$ cat config.mk
export PLATFORM = sky130hd
export DESIGN_NAME = bcd_to_bin
export DESIGN_NICKNAME = d
export VERILOG_FILES = /design/src/rtl/bcd_to_bin.sv
export SDC_FILE = /design/constraint.sdc
export NUM_CORES = 1
export LEC_CHECK = 0
export BUFFER_PORTS_ARGS = -buffer_cell sky130_fd_sc_hd__clkbuf_2
export CORE_MARGIN = 2
export CORE_UTILIZATION = 50
export DETAILED_ROUTE_END_ITERATION = 10
export PLACE_DENSITY_LB_ADDON = 0.15
export SLEW_MARGIN = 25
export SYNTH_ARGS = -nofsm -noshare
export SYNTH_HDL_FRONTEND = slang
export SYNTH_SLANG_ARGS = --single-unit
$ cat constraint.sdc
create_clock -name clk -period 2.7 [get_ports clk]
set_input_delay 0.675 -clock clk [delete_from_list [all_inputs] [get_ports clk]]
set_output_delay 0.675 -clock clk [all_outputs]
set_load 0.01 [all_outputs]
$ cat src/rtl/bcd_to_bin.sv
// rtl/bcd_to_bin.sv - sign-magnitude 3-digit BCD to N-bit two's-complement converter
// Reverse double-dabble: ten right shifts with a -3 correction on each BCD digit field >= 8.
module bcd_to_bin #(
   parameter int N = 8
) (
   input  logic         clk,
   input  logic         rst,
   input  logic         start,
   input  logic         sign,
   input  logic [3:0]   hundreds,
   input  logic [3:0]   tens,
   input  logic [3:0]   ones,
   output logic [N-1:0] binary,
   output logic         error,
   output logic         busy,
   output logic         data_ready
);

   typedef enum logic [1:0] {
      IDLE  = 2'd0,
      SHIFT = 2'd1,
      CHECK = 2'd2,
      READY = 2'd3
   } state_t;

   localparam logic [16:0] MAX_NEG = 17'd1 << (N - 1);
   localparam logic [16:0] MAX_POS = MAX_NEG - 17'd1;

   state_t       state_q, state_d;
   logic [21:0]  sr_q, sr_d;
   logic [3:0]   cnt_q, cnt_d;
   logic         sign_q, sign_d;
   logic         bad_q, bad_d;
   logic [N-1:0] bin_q, bin_d;
   logic         err_q, err_d;

   logic [21:0]  shifted;
   logic [16:0]  mag_ext;
   logic [16:0]  neg_ext;
   logic         ovf;
   logic         load;

   function automatic logic [3:0] adj(input logic [3:0] d);
      return (d >= 4'd8) ? (d - 4'd3) : d;
   endfunction

   always_ff @(posedge clk) begin
      if (rst) begin
         state_q <= IDLE;
         sr_q    <= '0;
         cnt_q   <= '0;
         sign_q  <= 1'b0;
         bad_q   <= 1'b0;
         bin_q   <= '0;
         err_q   <= 1'b0;
      end else begin
         state_q <= state_d;
         sr_q    <= sr_d;
         cnt_q   <= cnt_d;
         sign_q  <= sign_d;
         bad_q   <= bad_d;
         bin_q   <= bin_d;
         err_q   <= err_d;
      end
   end

   always_comb begin
      shifted = {1'b0, sr_q[21:1]};
      mag_ext = {7'd0, sr_q[9:0]};
      neg_ext = 17'd0 - mag_ext;
      ovf     = sign_q ? (mag_ext > MAX_NEG) : (mag_ext > MAX_POS);
      load    = start && ((state_q == IDLE) || (state_q == READY));
   end

   always_comb begin
      state_d = state_q;
      sr_d    = sr_q;
      cnt_d   = cnt_q;
      sign_d  = sign_q;
      bad_d   = bad_q;
      bin_d   = bin_q;
      err_d   = err_q;

      case (state_q)
         IDLE, READY: begin
            if (load) begin
               sr_d    = {hundreds, tens, ones, 10'd0};
               cnt_d   = 4'd10;
               sign_d  = sign;
               bad_d   = (hundreds > 4'd9) || (tens > 4'd9) || (ones > 4'd9);
               state_d = SHIFT;
            end
         end
         SHIFT: begin
            sr_d  = {adj(shifted[21:18]), adj(shifted[17:14]), adj(shifted[13:10]),
                     shifted[9:0]};
            cnt_d = cnt_q - 4'd1;
            if (cnt_q == 4'd1) begin
               state_d = CHECK;
            end
         end
         CHECK: begin
            // Negation is done on the zero-extended magnitude so -0 stays 0.
            if (bad_q || ovf) begin
               bin_d = '0;
               err_d = 1'b1;
            end else begin
               bin_d = sign_q ? neg_ext[N-1:0] : mag_ext[N-1:0];
               err_d = 1'b0;
            end
            state_d = READY;
         end
         default: state_d = IDLE;
      endcase
   end

   assign binary     = bin_q;
   assign error      = err_q;
   assign busy       = (state_q == SHIFT) || (state_q == CHECK);
   assign data_ready = (state_q == READY);

endmodule

==> flow_metrics.env <==
export IMPL_tns_ns=0
export IMPL_die_x_um=65.8
export IMPL_layout_drive_gt1_share_pct=17.8
export IMPL_synth_ff_type="dfxtp_1"
export IMPL_fin_nets=273
export IMPL_grt_usage_pct=18.5
export IMPL_clk_path_buf_depth=2
export IMPL_period_share_pct=76.2
export IMPL_clkSinkCount=39
export IMPL_rows=22
export IMPL_crit_top_cell="inv_1"
export IMPL_synth_cell_types=36
export IMPL_diodes=0
export IMPL_worstSkewPairLatency_ns=0.29
export IMPL_hpwl_mm=2.53
export IMPL_crit_chain="inv_1 > ha_1 > inv_1 > clkbuf_2"
export IMPL_syn_nets=248
export IMPL_synth_top_area_share_pct=40.9
export IMPL_cts_tree="yes"
export IMPL_yosysSeqAreaShare_pct=40.9
export IMPL_first_global_vias=1410
export IMPL_grt_pass1_wl_mm=6.22
export IMPL_io_pins=27
export IMPL_drt_initial_drc_count=94
export IMPL_clockPowerShare_pct=22.8
export IMPL_cts_root_buf="clkbuf_8"
export IMPL_antenna_found_initial=0
export IMPL_maxSlewViolCount=0
export IMPL_path_clk_slew_ns=0.08
export IMPL_arrival_ns=1.38
export IMPL_numCtsBuffers=5
export IMPL_finalCriticalPeriod_ns=2.06
export IMPL_drv_cap=0
export IMPL_post_cts_buffers=0
export IMPL_cts_max_level=2
export IMPL_vias=1557
export IMPL_drc=0
export IMPL_initial_core_util_pct=52.2
export IMPL_ir_drop_uv=455
export IMPL_worst_pin_slew_ns=0.467
export IMPL_critPathRequiredTime_ns=2.03
export IMPL_syn_inst=221
export IMPL_dieArea_um2=4330
export IMPL_comb_power_share_pct=39.3
export IMPL_slew_headroom_pct=68.8
export IMPL_area_growth_pct=14.9
export IMPL_async_flop_share_pct=0
export IMPL_wire_per_inst_um=11.9
export IMPL_postRouteAntennaNets=0
export IMPL_postLayoutCoreUtil_pct=59.9
export IMPL_routed_via_density=5.28
export IMPL_cp_slowest_cell="ha_1"
export IMPL_internal_power_mw=1.33
export IMPL_gr_total_overflow=0
export IMPL_rsz0062_at_grt="no"
export IMPL_p_total_mw=2.13
export IMPL_fmax_mhz=486
export IMPL_die_h_um=65.8
export IMPL_p_leak_nw=0.907
export IMPL_ys_top_cells_by_area="dfxtp_1 41%, ha_1 7.2%, nor2_1 6.1%"
export IMPL_crit_fanout=8
export IMPL_crit_path_end_kind="output pin"
export IMPL_worst_slack_ns=0.642
export IMPL_ff2ff_setup_slack_ns=0.82
export IMPL_power_switching_mw=0.801
export IMPL_seqPwrFrac_pct=38.0
export IMPL_cp_start_kind="flip-flop"
export IMPL_grt_max_degree=28
export IMPL_setup_violations=0
export IMPL_hold_violations=0
export IMPL_synth_top_cell_by_area="dfxtp_1"
export IMPL_synth_seq_cells=39
export IMPL_core_area_um2=3660
export IMPL_switching_share_pct=37.7
export IMPL_yosysWarnings=0
export IMPL_critPathKind="reg -> out"
export IMPL_cp_slowest_stage_delay_ns=0.43
export IMPL_status="completed"
export IMPL_post_synth_cell_area_avg_um2=8.64
export IMPL_portBuffers=26
export IMPL_cts_hold_buffers=0
export IMPL_postCtsResizedCells=0
export IMPL_wl_mm=3.52
export IMPL_syn_area_um2=1910
export IMPL_power_density_nw_per_um2=970
export IMPL_place_ws_ns=0.837
export IMPL_synth_edff_count=0
export IMPL_fin_skew_ns=0.00639
export IMPL_hold_path_class="reg -> reg"
export IMPL_dr_pass1_iters=4
export IMPL_gp_congestion=0.720
export IMPL_whs_ns=0.456
[worst paths after layout]
| path | start | to | cells past startpoint |
|---|---|---|---|
| max | state_q[0]$_SDFFE_PP0P_ | busy | 4 |
| min | bad_q$_SDFFE_PP0P_ | bad_q$_SDFFE_PP0P_ | 2 |
| max reg2reg | state_q[0]$_SDFFE_PP0P_ | sr_q[13]$_SDFFE_PP0P_ | 6 |
| min reg2reg | bad_q$_SDFFE_PP0P_ | bad_q$_SDFFE_PP0P_ | 2 |
[kinds of logic (layout without fill, tap and decap cells)]
logic type | after synthesis | in the layout | share of synthesized area [%]
and+or+nand+nor | 68 | 68 | 16.9
AOI/OAI and AO/OA | 62 | 62 | 21.4
DFF | 39 | 39 | 40.9
buffers and inverters | 23 | 49 | 4.72
adders and majority gates | 11 | 11 | 7.21
xor gates and xnor gates | 9 | 9 | 4.13
muxes | 9 | 9 | 4.78
[cells in the mapped netlist (2+ instances only)]
library cell / number
a22oi_1: 12
xnor2_1: 5
buf_2: 3
nor2b_1: 5
nand2b_1: 3
a21oi_1: 13
nor2_1: 31
nand2_1: 19
nand3_1: 2
ha_1: 11
dfxtp_1: 39
a211o_1: 2
mux2i_1: 8
a211oi_1: 10
o21ai_0: 14
clkbuf_1: 8
xor2_1: 4
o31ai_1: 3
inv_1: 12
[per-layer routing]
layer	global-route usage (%)	up-vias	share of wire [%]
met2	26.8	28	41
met5	0	-	0
met1	26.7	704	55
li1	-	821	-
met4	5.47	0	0.88
met3	5.11	4	3.4
[through the flow]
stage | std cells | cell area (um2)
floorplan | 221 | 1910
detailed placement | 287 | 2080
global route | 295 | 2190
global placement | 287 | 2080
CTS | 295 | 2190
finish | 295 | 2190
[flip-flops by register name, indices dropped and copies added, names as in the netlist]
| name | cells |
|---|---|
| sr_q | 22 |
| state_q | 2 |
| error | 1 |
| binary | 8 |
| sign_q | 1 |
| cnt_q | 4 |
| bad_q | 1 |
[cell type report]
cell class / count / area [um2]
tap: 48 / 60.1
clock inverter: 3 / 43.8
multi-input combinational: 159 / 1040
sequential: 39 / 781
timing repair buffer: 29 / 153
clock buffer: 5 / 68.8
fill: 351 / 1470
inverter: 12 / 45.0
[layout by cell type, fill, tap and decap left out, drive strengths merged, types with 3 or more instances in the layout]
cell and instances:
a21oi 13, a22oi 12, nand2 19, nand2b 3, mux2i 8, buf 3
xor2 4, a211oi 10, xnor2 5, o21ai 15, nor2b 5, clkbuf 31
inv 12, nor2 31, o31ai 3, ha 11, dfxtp 39
[worst max-delay path: cells and delay by family, from the launching register on]
| kind | cells | cell delay, ns |
|---|---|---|
| adders and majority gates | 1 | 0.43 |
| DFF | 1 | 0.41 |
| buffers and inverters | 3 | 0.26 |
[power by group through the flow]
stage	registers (mW)	clock network (mW)	logic (mW)
6_report	0.808	0.484	0.835
5_1_grt	0.827	0.517	0.956
4_1_cts	0.809	0.492	0.838
3_5_place_dp	0.822	0	0.835
3_3_place_gp	0.821	0	0.832
2_1_floorplan	0.791	0	0.675
Note: power is estimated with default switching activity, not from simulation.
